===== config.mk =====
export PLATFORM = sky130hd
export DESIGN_NAME = alu_cmd_driver
export DESIGN_NICKNAME = d
export VERILOG_FILES = /design/src/rtl/alu_cmd_driver.sv
export SDC_FILE = /design/constraint.sdc
export NUM_CORES = 1
export LEC_CHECK = 0
export CAP_MARGIN = 0
export CORE_MARGIN = 3
export CORE_UTILIZATION = 30
export DETAILED_ROUTE_END_ITERATION = 10
export GPL_TIMING_DRIVEN = 1
export PLACE_DENSITY = 0.63
export RECOVER_POWER = 50
export SLEW_MARGIN = 0
export SYNTH_ARGS = -nofsm -noshare
export SYNTH_HDL_FRONTEND = slang
export SYNTH_SLANG_ARGS = --single-unit

===== constraint.sdc =====
create_clock -name clk -period 2.1 [get_ports clk]
set_input_delay 0.42 -clock clk [delete_from_list [all_inputs] [get_ports clk]]
set_output_delay 0.42 -clock clk [all_outputs]
set_load 0.02 [all_outputs]

===== src/rtl/alu_cmd_driver.sv =====
`timescale 1ns/1ps
`default_nettype none
// ============================================================================
// Module   : alu_cmd_driver
// Brief    : Valid/ready command front-end for one combinational ALU. Keeps a
//            running accumulator, drives the ALU from registered opcode and
//            operand, writes the ALU result back, and returns every result on
//            a valid/ready response channel.
// Options  : define ALU_CMD_DRIVER_STATUS_EN to add rsp_zero_o / rsp_divz_o.
// Revision : 1.0 - initial release
// ============================================================================
module alu_cmd_driver #(
    parameter int DATA_WIDTH = 16
) (
    input  logic                  clk,
    input  logic                  rst_n,
    // command channel
    input  logic                  cmd_valid_i,
    output logic                  cmd_ready_o,
    input  logic                  cmd_load_i,
    input  logic [2:0]            cmd_oc_i,
    input  logic [DATA_WIDTH-1:0] cmd_data_i,
    // ALU side
    output logic [2:0]            alu_oc_o,
    output logic [DATA_WIDTH-1:0] alu_a_o,
    output logic [DATA_WIDTH-1:0] alu_b_o,
    input  logic [DATA_WIDTH-1:0] alu_f_i,
    // response channel
    output logic                  rsp_valid_o,
    input  logic                  rsp_ready_i,
    output logic [DATA_WIDTH-1:0] rsp_data_o,
    output logic [DATA_WIDTH-1:0] acc_o
`ifdef ALU_CMD_DRIVER_STATUS_EN
    ,
    output logic                  rsp_zero_o,
    output logic                  rsp_divz_o
`endif
);

    localparam logic [2:0] C_OC_DIV = 3'b011;

    typedef enum logic [1:0] {
        S_IDLE  = 2'd0,
        S_ISSUE = 2'd1,
        S_RESP  = 2'd2
    } state_t;

    state_t                  state_q,     state_d;
    logic [DATA_WIDTH-1:0]   acc_q,       acc_d;
    logic [2:0]              alu_oc_q,    alu_oc_d;
    logic [DATA_WIDTH-1:0]   alu_b_q,     alu_b_d;
    logic [DATA_WIDTH-1:0]   rsp_data_q,  rsp_data_d;
    logic                    rsp_valid_q, rsp_valid_d;

    // Command acceptance is a pure state decode so it never loops back on cmd_valid.
    assign cmd_ready_o = (state_q == S_IDLE);
    assign alu_oc_o    = alu_oc_q;
    assign alu_a_o     = acc_q;
    assign alu_b_o     = alu_b_q;
    assign rsp_valid_o = rsp_valid_q;
    assign rsp_data_o  = rsp_data_q;
    assign acc_o       = acc_q;

    // Next-state and datapath update; every register holds unless a state acts on it.
    always_comb begin
        state_d     = state_q;
        acc_d       = acc_q;
        alu_oc_d    = alu_oc_q;
        alu_b_d     = alu_b_q;
        rsp_data_d  = rsp_data_q;
        rsp_valid_d = rsp_valid_q;
        case (state_q)
            S_IDLE: begin
                if (cmd_valid_i) begin
                    if (cmd_load_i) begin
                        // Loads bypass the ALU and leave its input registers untouched.
                        acc_d       = cmd_data_i;
                        rsp_data_d  = cmd_data_i;
                        rsp_valid_d = 1'b1;
                        state_d     = S_RESP;
                    end else begin
                        alu_oc_d = cmd_oc_i;
                        alu_b_d  = cmd_data_i;
                        state_d  = S_ISSUE;
                    end
                end
            end
            S_ISSUE: begin
                // ALU inputs were registered last edge; its result is settled now.
                acc_d       = alu_f_i;
                rsp_data_d  = alu_f_i;
                rsp_valid_d = 1'b1;
                state_d     = S_RESP;
            end
            S_RESP: begin
                if (rsp_ready_i) begin
                    rsp_valid_d = 1'b0;
                    state_d     = S_IDLE;
                end
            end
            default: begin
                state_d     = S_IDLE;
                rsp_valid_d = 1'b0;
            end
        endcase
    end

    // State and datapath registers; reset drops any in-flight command at once.
    always_ff @(posedge clk or negedge rst_n) begin
        if (!rst_n) begin
            state_q     <= S_IDLE;
            acc_q       <= '0;
            alu_oc_q    <= '0;
            alu_b_q     <= '0;
            rsp_data_q  <= '0;
            rsp_valid_q <= 1'b0;
        end else begin
            state_q     <= state_d;
            acc_q       <= acc_d;
            alu_oc_q    <= alu_oc_d;
            alu_b_q     <= alu_b_d;
            rsp_data_q  <= rsp_data_d;
            rsp_valid_q <= rsp_valid_d;
        end
    end

`ifdef ALU_CMD_DRIVER_STATUS_EN
    logic rsp_zero_q, rsp_zero_d;
    logic rsp_divz_q, rsp_divz_d;

    assign rsp_zero_o = rsp_zero_q;
    assign rsp_divz_o = rsp_divz_q;

    // Status flags are updated on exactly the edges that load rsp_data.
    always_comb begin
        rsp_zero_d = rsp_zero_q;
        rsp_divz_d = rsp_divz_q;
        if ((state_q == S_IDLE) && cmd_valid_i && cmd_load_i) begin
            rsp_zero_d = (cmd_data_i == '0);
            rsp_divz_d = 1'b0;
        end else if (state_q == S_ISSUE) begin
            rsp_zero_d = (alu_f_i == '0);
            rsp_divz_d = (alu_oc_q == C_OC_DIV) && (alu_b_q == '0);
        end
    end

    // Status flag registers.
    always_ff @(posedge clk or negedge rst_n) begin
        if (!rst_n) begin
            rsp_zero_q <= 1'b0;
            rsp_divz_q <= 1'b0;
        end else begin
            rsp_zero_q <= rsp_zero_d;
            rsp_divz_q <= rsp_divz_d;
        end
    end
`endif

endmodule
`default_nettype wire


# After elaboration in Yosys (flattened, before gate mapping)
# Cells that the tools add are included.
# classes
n_eq_ne	5
mux	11
bitwise	1
reduce_logical	6
# op_table
cell	count
16-bit two-way mux	2
16-bit one-hot mux with 2 select lines	1
3-bit AND reduction	3
2-bit two-way mux	3
2-bit one-hot mux with 3 select lines	1
2-bit != test, second input constant	2
1-bit two-way mux	3
1-bit one-hot mux with 3 select lines	1
2-bit by 1-bit == test with 1-bit output, second input constant	1
2-bit == test, second input constant	1
2-bit zero test	1
2-bit by 1-bit != test with 1-bit output, second input constant	1
2-bit AND reduction	1
2-bit nonzero test	1
1-bit NOT	1
# word_totals
reg_bits	38
inputBits	40

# Logic depth before layout (Yosys ltp)
# logic_depth
word_depth	3
mapped_depth	5
mapped_depth_nobuf	3

# Worst setup path after synthesis
# Ideal clock, no wire load.
# synth_path
path_kind	register to register
from	register state_q[1]
to	register rsp_data_q[4], in the netlist rsp_data_o[4]
arrival_time_ps	1384
required_time_ps	1975
slack_ps	591
path_stages_with_launch	6
cell_sequence	dfrtp_1 nor2b_1 buf_6 buf_6 mux2_2 mux2_2
# synth_via
elab_chain_cells	3
elab_cells_between_ends	7
classes_between	eq/ne (3); mux (1); reduce/logical (3)
# synth_lines
element	line	rtl
start: declaration	48	state_t state_q, state_d;
start signal: assignment	118	state_q <= state_d;
2-bit by 1-bit == test with 1-bit output / 2-bit zero test (equally long branches)	72	case (state_q)
2-bit nonzero test (no source line), or another cell as far along	n/a	
3-bit AND reduction (no source line)	n/a	
end signal: assignment	122	rsp_data_q <= rsp_data_d;
end: declaration	52	logic [DATA_WIDTH-1:0] rsp_data_q, rsp_data_d;
# Parallel ways exist; a longest one is shown, timed or not.
# A chain may end at the register's enable or synchronous reset.

# Final worst setup path
# layout_path
from	input port cmd_valid_i
to	register alu_b_q[12], in the netlist alu_b_o[12]
# layout_via
elab_chain_cells	1
# layout_lines
element	line	rtl
start: declaration	18	input logic cmd_valid_i,
3-bit AND reduction (no source line)	n/a	
end signal: assignment	121	alu_b_q <= alu_b_d;
end: declaration	51	logic [DATA_WIDTH-1:0] alu_b_q, alu_b_d;
# No other way between the ends.

==> flow_metrics.py <==
metrics = {
    "clocking": {
        "post_cts_buffers": 0,
        "cts_buffers": 5,
        "insertion_delay_ns": 0.28,
        "cts_resized": 0,
        "cts_tree": "built",
        "cts_buffer_depth": 2,
        "ctsRootBufferMaster": "clkbuf_8",
        "ctsHoldBuffers": 0,
        "path_clk_slew_ns": 0.07,
        "cts_max_level": 2,
        "cts.sinks": 38,
    },
    "synthesis": {
        "synth_compound_area_share_pct": 1.35,
        "ys_seq_area_share_pct": 51.2,
        "syn_inst": 135,
        "synthXorXnorAreaFrac_pct": 0,
        "synth_mux_area_share_pct": 30.9,
        "synth_top_family_by_area": "multiplexers",
        "syn_nets": 175,
        "synth.distinct_cells": 14,
        "synth_fa_ha_area_share_pct": 0,
        "syn_avg_cell_area_um2": 13.8,
        "synth-simple-area-share_pct": 1.55,
        "synth_seq_cells": 38,
        "yosys_warnings": 0,
        "netlist_area_mm2": 0.00186,
    },
    "drt": {
        "dr_total_vias": 1289,
        "vias_per_cell": 4.37,
        "first_iter_violations": 49,
        "first_pass_iters": 4,
        "drt-total-wl_um": 4320,
        "drc": 0,
        "drtAntennaViolNets": 0,
        "drt-wirelength-per-cell_um": 14.6,
    },
    "setup_path": {
        "rrSetupSlack_ns": 0.25,
        "required_ns": 2.27,
        "start_kind": "primary input",
        "cp-endpoint": "alu_b_o[12]",
        "r2r_start": "state_q[0]",
        "startpoint": "cmd_valid_i",
        "critPathKind": "in2reg",
        "reg2reg_depth": 3,
        "r2r_end": "alu_b_o[12]",
        "cp-end-kind": "register",
        "crit_arrival_ns": 2.07,
        "crit_fanout": 11,
    },
    "floorplanning": {
        "core.rowCount": 28,
        "dieWidth_um": 84.7,
        "die_y_um": 84.7,
        "coreArea_mm2": 0.00596,
        "start_util_pct": 31.2,
        "io_pins": 109,
        "dieArea_mm2": 0.00717,
    },
    "grt": {
        "grt_max_degree": 39,
        "overflow": 0,
        "track_usage_pct": 12.2,
        "grt_pass1_wl_um": 6840,
        "antenna_found_initial": 0,
        "grt_pass1_vias": 1290,
    },
    "timing": {
        "worst_pin_slew_ns": 0.949,
        "hold_viol": 0,
        "fin_crit_sh_pct": 90.2,
        "grt_setup_unrepaired": "false",
        "final-setup-viol-count": 0,
        "maxSlewHeadroom_pct": 36.7,
        "drv_slew": 0,
        "whs_ns": 0.352,
        "fin_setup_tns_ns": 0,
        "fin_crit_ns": 1.90,
        "fmax_ghz": 0.528,
        "clock_skew_ns": 0.00424,
    },
    "placement": {
        "port_buffers": 108,
        "post-dp-hpwl_um": 3340,
        "gp_congestion": 0.726,
    },
    "power": {
        "swShare_pct": 37.6,
        "clkPwrFrac_pct": 13.1,
        "p_int_mw": 2.42,
        "power.density_mw_per_mm2": 1340,
        "p_leak_nw": 1.16,
        "seqPwrFrac_pct": 31.0,
        "ir_worst_vdd_mv": 0.582,
        "switching_power_mw": 1.46,
        "power.total_mw": 3.88,
        "combPwrFrac_pct": 55.9,
    },
    "status": {
        "status": "finished, final reports clean",
    },
    "layout": {
        "num_antenna_cells": 0,
        "drive_above_1_share_pct": 29.1,
        "n_fill_cell": 577,
        "areaGrowthSynthToFinish_pct": 55.9,
        "final_util_pct": 48.6,
        "num-nets-final": 259,
    },
    "run": {
        "max-cap-violations": 0,
    },
    "hold_path": {
        "hp-class": "in2async",
    },
}
synthesized netlist by cell type:
library cell  instances  area [um2]
a21o_1                1        7.51
a21oi_1               1        5.00
buf_2                 3        15.0
buf_4                32         240
buf_6                 2        22.5
dfrtp_1              38         951
mux2_1                1        11.3
mux2_2               50         563
nor2_1                2        7.51
nor2_2                1        6.26
nor2b_1               1        6.26
nor4b_1               1        8.76
o21a_1                1        7.51
o21ai_0               1        5.00
power by group through the flow:
stage / combinational [mW] / clock, mW / sequential (mW)
2_1_floorplan: 1.04 / 0 / 1.52
3_3_place_gp: 2.21 / 0 / 1.22
3_5_place_dp: 2.22 / 0 / 1.23
4_1_cts: 2.23 / 0.531 / 1.22
5_1_grt: 2.26 / 0.563 / 1.27
6_report: 2.17 / 0.510 / 1.20
sequential cells by signal, indices dropped and copies added, names as in the netlist:
name	cells
alu_b_o	16
rsp_data_o	16
alu_oc_o	3
state_q	2
rsp_valid_o	1
stage by stage:
stage	setup WS, ns	cell area, um2	instances
final	0.205	2890	295
after global routing	0.0998	2890	295
after detailed placement	0.200	2820	287
after floorplan	0.591	1860	135
after CTS	0.185	2910	295
after global placement	0.200	2820	287
layer usage:
metal | vias up | GRT usage (%) | part of all wire (%)
met3 | 6 | 3.34 | 7.4
met2 | 61 | 19.7 | 48
met1 | 621 | 15.7 | 43
met4 | 0 | 4.32 | 1.6
met5 | - | 0 | 0
li1 | 601 | - | -
layout make-up:
type                            instances  area (um2)  area share [%]
Clock buffer                            7        86.3            2.98
Clock inverter                          1        5.00           0.173
Multi-Input combinational cell         60         634            21.9
Sequential cell                        38         951            32.9
Tap cell                               75        93.8            3.24
Timing Repair Buffer                  114        1120            38.8
layout by cell type, fill, tap and decap left out, drive strengths merged:
cell type      count
clkdlybuf4s50     98
clkbuf            10
nor4b              1
nor2               3
dfrtp             38
mux2              51
dlygate4sd3        9
nor2b              1
a21oi              1
buf                4
a21o               1
o21a               1
o21ai              1
clkinv             1
logic make-up (layout without fill, tap and decap cells):
| family | count (synthesis) | in the layout |
|---|---|---|
| multiplexers | 51 | 51 |
| flip-flops | 38 | 38 |
| buffers and inverters | 37 | 122 |
| AND/OR/NAND/NOR | 5 | 5 |
| AO/OA/AOI/OAI | 4 | 4 |
how the worst min path moves through the flow:
stage | startpoint | to | depth (start not counted)
finish | rst_n | alu_b_o[0] | 2
global route | rst_n | alu_b_o[0] | 2
CTS | rst_n | alu_oc_o[0] | 2
detailed placement | rst_n | alu_b_o[0] | 2
global placement | rsp_valid_o | rsp_valid_o | 1
floorplan | rst_n | alu_b_o[0] | 0
worst max-delay path: stages:
cell and delay [ns]:
clkdlybuf4s50_1 0.47, nor4b_2 0.23, clkbuf_1 0.54, mux2_2 0.41
(Power assumes the default switching activity.)
